===== src/rtl/leaf_pkg.sv =====
// leaf_pkg: BFT packet field offsets and control opcodes for the leaf credit port mux.
// LEAF_CREDIT_STATS_EN selects the optional sent-packet counters.
package leaf_pkg;
    localparam int VLD_BIT   = 48;
    localparam int LEAF_LSB  = 43;
    localparam int PORT_LSB  = 39;
    localparam int ADDR_LSB  = 32;
    localparam int CTRL_PORT = 0;
    localparam logic [2:0] OP_SET_DEST = 3'b001;
    localparam logic [2:0] OP_CREDIT   = 3'b010;
`ifdef LEAF_CREDIT_STATS_EN
    localparam bit STATS_EN = 1'b1;
`else
    localparam bit STATS_EN = 1'b0;
`endif
endpackage


===== src/rtl/leaf_rr_arbiter.sv =====
// leaf_rr_arbiter: one-hot grant to the lowest eligible index at or after the pointer, wrapping to 0.
module leaf_rr_arbiter #(
    parameter int M  = 7,
    parameter int PW = (M > 1) ? $clog2(M) : 1
) (
    input  logic [M-1:0]  i_elig,
    input  logic [PW-1:0] i_ptr,
    output logic [M-1:0]  o_grant,
    output logic [PW-1:0] o_idx,
    output logic          o_any
);
    always_comb begin
        o_idx = '0;
        for (int i = M - 1; i >= 0; i--)
            if (i_elig[i]) o_idx = PW'(i);
        // indices at/after the pointer override the wrapped pick
        for (int i = M - 1; i >= 0; i--)
            if (i_elig[i] && PW'(i) >= i_ptr) o_idx = PW'(i);
        o_any   = |i_elig;
        o_grant = o_any ? M'(1) << o_idx : '0;
    end
endmodule


===== src/rtl/leaf_credit_port_mux.sv =====
// leaf_credit_port_mux: BFT leaf link mux/demux with per-port destination and credit tables.
// Defining LEAF_CREDIT_STATS_EN adds stat_clr and per-out-port stat_pkt_cnt counters.
module leaf_credit_port_mux
    import leaf_pkg::*;
#(
    parameter int PACKET_BITS   = 49,
    parameter int PAYLOAD_BITS  = 32,
    parameter int NUM_LEAF_BITS = 5,
    parameter int NUM_PORT_BITS = 4,
    parameter int NUM_ADDR_BITS = 7,
    parameter int NUM_IN_PORTS  = 4,
    parameter int NUM_OUT_PORTS = 7,
    parameter int CREDIT_BITS   = 8,
    parameter int CREDIT_INIT   = 0
) (
    input  logic                                    clk,
    input  logic                                    reset_n,
    input  logic                                    resend,
    input  logic [PACKET_BITS-1:0]                  din_leaf_bft2interface,
    output logic [PACKET_BITS-1:0]                  dout_leaf_interface2bft,
    output logic [NUM_IN_PORTS*PAYLOAD_BITS-1:0]    dout_leaf_interface2user,
    output logic [NUM_IN_PORTS-1:0]                 vld_interface2user,
    input  logic [NUM_IN_PORTS-1:0]                 ack_user2interface,
    input  logic [NUM_OUT_PORTS*PAYLOAD_BITS-1:0]   din_leaf_user2interface,
    input  logic [NUM_OUT_PORTS-1:0]                vld_user2interface,
    output logic [NUM_OUT_PORTS-1:0]                ack_interface2user,
    output logic                                    err_overflow
`ifdef LEAF_CREDIT_STATS_EN
    ,
    input  logic                                    stat_clr,
    output logic [NUM_OUT_PORTS*16-1:0]             stat_pkt_cnt
`endif
);
    localparam int N  = NUM_IN_PORTS;
    localparam int M  = NUM_OUT_PORTS;
    localparam int PB = PAYLOAD_BITS;
    localparam int CB = CREDIT_BITS;
    localparam int CW = CREDIT_BITS + 1;
    localparam int DB = NUM_LEAF_BITS + NUM_PORT_BITS;
    localparam int PW = (M > 1) ? $clog2(M) : 1;
    logic                     w_pkt, w_ctl, w_any, r_err, w_unused;
    logic [NUM_PORT_BITS-1:0] w_port;
    logic [NUM_ADDR_BITS-1:0] w_addr;
    logic [2:0]               w_op;
    logic [3:0]               w_cidx;
    logic [PB-1:0]            w_pay;
    logic [N-1:0]             w_ovf;
    logic [M-1:0]             w_elig, w_grant, w_dvld, w_cnz;
    logic [M-1:0][DB-1:0]     w_dest;
    logic [M-1:0][PB-1:0]     w_udata;
    logic [PW-1:0]            w_idx, r_ptr;
    logic [PACKET_BITS-1:0]   r_dout;
    assign w_pkt    = din_leaf_bft2interface[VLD_BIT];
    assign w_port   = din_leaf_bft2interface[PORT_LSB +: NUM_PORT_BITS];
    assign w_addr   = din_leaf_bft2interface[ADDR_LSB +: NUM_ADDR_BITS];
    assign w_pay    = din_leaf_bft2interface[PB-1:0];
    assign w_op     = w_addr[6:4];
    assign w_cidx   = w_addr[3:0];
    assign w_ctl    = w_pkt && w_port == NUM_PORT_BITS'(CTRL_PORT);
    assign w_unused = ^din_leaf_bft2interface[LEAF_LSB +: NUM_LEAF_BITS];
    assign w_udata  = din_leaf_user2interface;
    for (genvar i = 0; i < N; i++) begin : g_in
        logic          w_load, r_vld;
        logic [PB-1:0] r_data;
        assign w_load   = w_pkt && w_port == NUM_PORT_BITS'(i + 1);
        assign w_ovf[i] = w_load && r_vld && !ack_user2interface[i];
        always_ff @(posedge clk or negedge reset_n) begin
            if (!reset_n) begin
                r_vld  <= 1'b0;
                r_data <= '0;
            end else if (w_load && !w_ovf[i]) begin
                r_vld  <= 1'b1;
                r_data <= w_pay;
            end else if (ack_user2interface[i]) begin
                r_vld  <= 1'b0;
            end
        end
        assign vld_interface2user[i]            = r_vld;
        assign dout_leaf_interface2user[i*PB +: PB] = r_data;
    end
    for (genvar i = 0; i < M; i++) begin : g_out
        logic          r_dvld, w_set, w_cr;
        logic [DB-1:0] r_dest;
        logic [CB-1:0] r_credit;
        logic [CB:0]   w_sum;
        assign w_set = w_ctl && w_op == OP_SET_DEST && w_cidx == 4'(i);
        assign w_cr  = w_ctl && w_op == OP_CREDIT && w_cidx == 4'(i);
        // grant only happens with credit>=1, so the sum never underflows
        assign w_sum = {1'b0, r_credit} + (w_cr ? {1'b0, w_pay[CB-1:0]} : '0) - CW'(w_grant[i]);
        always_ff @(posedge clk or negedge reset_n) begin
            if (!reset_n) begin
                r_dvld   <= 1'b0;
                r_dest   <= '0;
                r_credit <= CB'(CREDIT_INIT);
            end else begin
                if (w_set) begin
                    r_dvld <= 1'b1;
                    r_dest <= w_pay[DB-1:0];
                end
                r_credit <= w_sum[CB] ? '1 : w_sum[CB-1:0];
            end
        end
        assign w_dest[i] = r_dest;
        assign w_dvld[i] = r_dvld;
        assign w_cnz[i]  = |r_credit;
`ifdef LEAF_CREDIT_STATS_EN
        logic [15:0] r_cnt;
        always_ff @(posedge clk or negedge reset_n) begin
            if (!reset_n) r_cnt <= '0;
            else if (stat_clr) r_cnt <= '0;
            else if (w_grant[i] && r_cnt != '1) r_cnt <= r_cnt + 1'b1;
        end
        assign stat_pkt_cnt[i*16 +: 16] = r_cnt;
`endif
    end
    assign w_elig = vld_user2interface & w_dvld & w_cnz & {M{!resend}};
    leaf_rr_arbiter #(.M(M), .PW(PW)) u_arb (
        .i_elig  (w_elig),
        .i_ptr   (r_ptr),
        .o_grant (w_grant),
        .o_idx   (w_idx),
        .o_any   (w_any)
    );
    always_ff @(posedge clk or negedge reset_n) begin
        if (!reset_n) begin
            r_ptr  <= '0;
            r_dout <= '0;
            r_err  <= 1'b0;
        end else begin
            if (w_any) r_ptr <= (w_idx == PW'(M - 1)) ? '0 : w_idx + 1'b1;
            r_dout <= w_any ? {1'b1, w_dest[w_idx], 3'b000, 4'(w_idx), w_udata[w_idx]} : '0;
            r_err  <= r_err | (|w_ovf);
        end
    end
    assign ack_interface2user      = w_grant;
    assign dout_leaf_interface2bft = resend ? '0 : r_dout;
    assign err_overflow            = r_err;
endmodule


===== config.mk =====
export PLATFORM = sky130hd
export DESIGN_NAME = leaf_credit_port_mux
export DESIGN_NICKNAME = d
export VERILOG_FILES = /design/src/rtl/leaf_pkg.sv /design/src/rtl/leaf_rr_arbiter.sv /design/src/rtl/leaf_credit_port_mux.sv
export SDC_FILE = /design/constraint.sdc
export NUM_CORES = 1
export LEC_CHECK = 0
export ABC_AREA = 1
export BUFFER_PORTS_ARGS = -buffer_cell sky130_fd_sc_hd__buf_2
export CORE_ASPECT_RATIO = 0.5
export CORE_UTILIZATION = 58
export DETAILED_ROUTE_END_ITERATION = 7
export PLACE_DENSITY_LB_ADDON = 0.1
export REMOVE_ABC_BUFFERS = 1
export SETUP_SLACK_MARGIN = 0.1
export SYNTH_ARGS = -nofsm -noshare
export SYNTH_HDL_FRONTEND = slang
export SYNTH_SLANG_ARGS = --single-unit

===== constraint.sdc =====
create_clock -name clk -period 8.6 [get_ports clk]
set_input_delay 1.72 -clock clk [delete_from_list [all_inputs] [get_ports clk]]
set_output_delay 1.72 -clock clk [all_outputs]
set_load 0.02 [all_outputs]

==> results_dict.tcl <==
set metrics [dict create \
    netlist_area_sq_um 18400 \
    clk_latency_ns 0.56 \
    worstMarginPinSlew_ns 1.14 \
    overflow 0 \
    clock_path_buffers 3 \
    fin_cells 3303 \
    rsz0062_at_grt "false" \
    start_util 0.598 \
    grt_util_met2 0.558 \
    timing.final.crit_share 0.799 \
    grt_usage 0.324 \
    synth_cells 2463 \
    route.detailed.drc 0 \
    grt_max_degree 95 \
    vias 17033 \
    ys_types 39 \
    io_buffers 466 \
    ios 476 \
    synth.area.top_cells "dfrtp_1, nand2_1, inv_1" \
    cts_max_level 1 \
    die_y_um 128 \
    dr.pass1.iters 6 \
    peakVddDrop_uv 210 \
    clk_pin_slew_ns 0.07 \
    drtIter0Drc 1371 \
    regArea_sq_um 7680 \
    hold_depth 2 \
    syn_avg_cell_area_sq_um 7.48 \
    cp_slowest_cell "xor2_1" \
    synth_top_area_frac 0.417 \
    cts_root_buf "clkbuf_16" \
    report.final.slew_viol_count 0 \
    rows 45 \
    top_usage_layer "met2" \
    vias_per_cell 5.16 \
    clkSinkCount 307 \
    grt_pass1_vias 16310 \
    finalCriticalPeriod_ns 6.88 \
    slew_headroom 0.236 \
    ys_warn_count 0 \
    hpwlAfterDp_mm 36.6 \
    die_x_um 254 \
    hp-class "reg2reg" \
    cts_made_buffers 28 \
    ys_ff_latch 307 \
    arrival_ns 7.28 \
    dieArea_sq_um 32500 \
    post-cts-setup-buffer-count 0 \
    grt_use_met3 0.0569 \
    ctsResizeCount 0 \
    end_kind "flop" \
    cp_common_cell "nand2_1" \
    startpoint_type "primary input" \
    setup_tns_ns 0 \
    use_met1 0.408 \
    ys_seq_area_frac 0.417 \
    fillCellCount 2640 \
    worst-setup-path-type "in2reg" \
    numPlacedInstances 3243 \
    status "complete, no violations" \
    critPathRequiredTime_ns 9.00 \
    grt_pass1_wl_mm 82.9 \
    cap_viol_max_count 0 \
    p_leak_nw 12.5 \
    wl_per_cell_um 15.9 \
    drtAntennaViolNets 0 \
    antenna_found_initial 12 \
    fin_nets 3257 \
    cts_hold_buf 0 \
    hold_viol 0 \
    cts_tree "done" \
    max_stage_delay_ns 0.49 \
    drive_gt1_frac 0.196 \
    final-setup-viol-count 0 \
    timing.fmax_mhz 145 \
    hold_slack_ns 0.465 \
    power_density_nw_per_um2 298 \
    yosysTopAreaCell "dfrtp_1" \
    routed_wl_mm 52.7 \
    worstRegToRegCells 34 \
    core_area_sq_um 30800 \
    multi_input_area_sq_um 8310 \
    syn_to_final_growth_pct 18.5 \
    finClkSkew_ns 0.0143 \
    critPathMaxFanout 47 \
    routabilityCongestion 0.929 \
]
-- cells in the final DEF (no fill, tap or decap), types with 4 or more instances in the layout --
cell	n
nand2_1	523
inv_1	481
buf_2	465
dfrtp_1	307
o21ai_0	267
nor2_1	198
ha_1	113
nand3_1	102
nand3b_1	97
a21oi_1	43
nand4_1	39
clkbuf_16	29
o21bai_1	24
xor2_1	21
buf_4	21
nor3_1	19
o21ai_1	19
or2_1	13
diode_2	11
inv_2	7
xnor2_1	7
fa_1	7
nor4_1	6
o211ai_1	6
nand2_2	6
nor2_2	5
clkbuf_1	5
or2_2	4
conb_1	4
-- metrics by stage --
step	setup slack [ns]	cell area, sq um	power, mW	util
2_1_floorplan	0.243	17800	4.23	-
6_report	1.72	21800	6.51	0.709
3_3_place_gp	1.32	20900	5.10	0.677
5_1_grt	1.06	21800	7.07	0.709
3_5_place_dp	1.17	20900	5.20	0.677
4_1_cts	1.76	21800	6.53	0.708
-- per-layer routing --
layer | wire [um] | vias to the layer above
met5 | 0 | -
li1 | - | 8414
met3 | 3660 | 119
met1 | 22100 | 7945
met2 | 25100 | 555
met4 | 1870 | 0
-- sequential cells by signal, summed over array words and instances, names as in the netlist --
| name | count |
|---|---|
| g_in.r_data | 128 |
| g_out.r_dest | 63 |
| g_out.r_credit | 56 |
| r_dout | 45 |
| g_out.r_dvld | 7 |
| g_in.r_vld | 4 |
| r_ptr | 3 |
| err_overflow | 1 |
-- synthesized netlist by cell type, drive strengths merged --
cell type and number:
nand2 531, inv 489, dfrtp 307, o21ai 289, nor2 203, ha 113, nand3 103, nand3b 97
clkbuf 76, buf 57, a21oi 43, nand4 39, o21bai 24, xor2 21, nor3 20, or2 18
fa 7, xnor2 7, nor4 6, o211ai 6, and3 1, conb 1, nor3b 1, nor4b 1
o221ai 1, o22ai 1, o31ai 1
-- cells by family (layout without fill, tap and decap cells) --
logic type	Yosys count	after routing	share of synthesized area
xor+xnor	28	28	0.0133
flops	307	307	0.417
simple gates	1020	1020	0.247
compound gates	365	365	0.104
fa+ha+maj	120	120	0.0844
buf+inv	622	1025	0.134
other cells	1	15	0.000204
-- final cells by class --
cell class	instances	area share
antenna	11	0.00126
clock buffer	37	0.0360
clock inverter	12	0.00722
inverter	489	0.0841
multi-input combinational	1537	0.381
sequential	307	0.352
tap	423	0.0242
timing repair buffer	487	0.115
-- worst max-delay path, delay by kind of cell --
kind / cells / cell delay [ns]
compound gates: 5 / 0.58
xor+xnor: 1 / 0.49
fa+ha+maj: 3 / 0.95
buf+inv: 7 / 1.68
simple gates: 19 / 1.83
-- where the power goes --
part	internal, mW	total, mW	switching, mW
Combinational	1.13	3.26	2.13
Sequential	1.80	1.95	0.145
Clock	0.735	1.30	0.564
Total	3.67	6.51	2.84
-- final timing paths --
kind	startpoint	end	slack, ns
setup / recovery	resend	g_out[0].r_credit[5]$_DFF_PN0_	1.72
hold / removal	g_out[3].r_dvld$_DFFE_PN0P_	g_out[3].r_dvld$_DFFE_PN0P_	0.46
setup reg to reg	g_out[0].r_credit[0]$_DFF_PN0_	g_out[0].r_credit[5]$_DFF_PN0_	2.64
hold reg to reg	g_out[3].r_dvld$_DFFE_PN0P_	g_out[3].r_dvld$_DFFE_PN0P_	0.46
max in group asynchronous	reset_n	r_dout[14]$_DFF_PN0_	5.91
min in group asynchronous	reset_n	g_in[1].r_data[18]$_DFFE_PN0P_	1.16
Power figures use the tool's default switching activity.
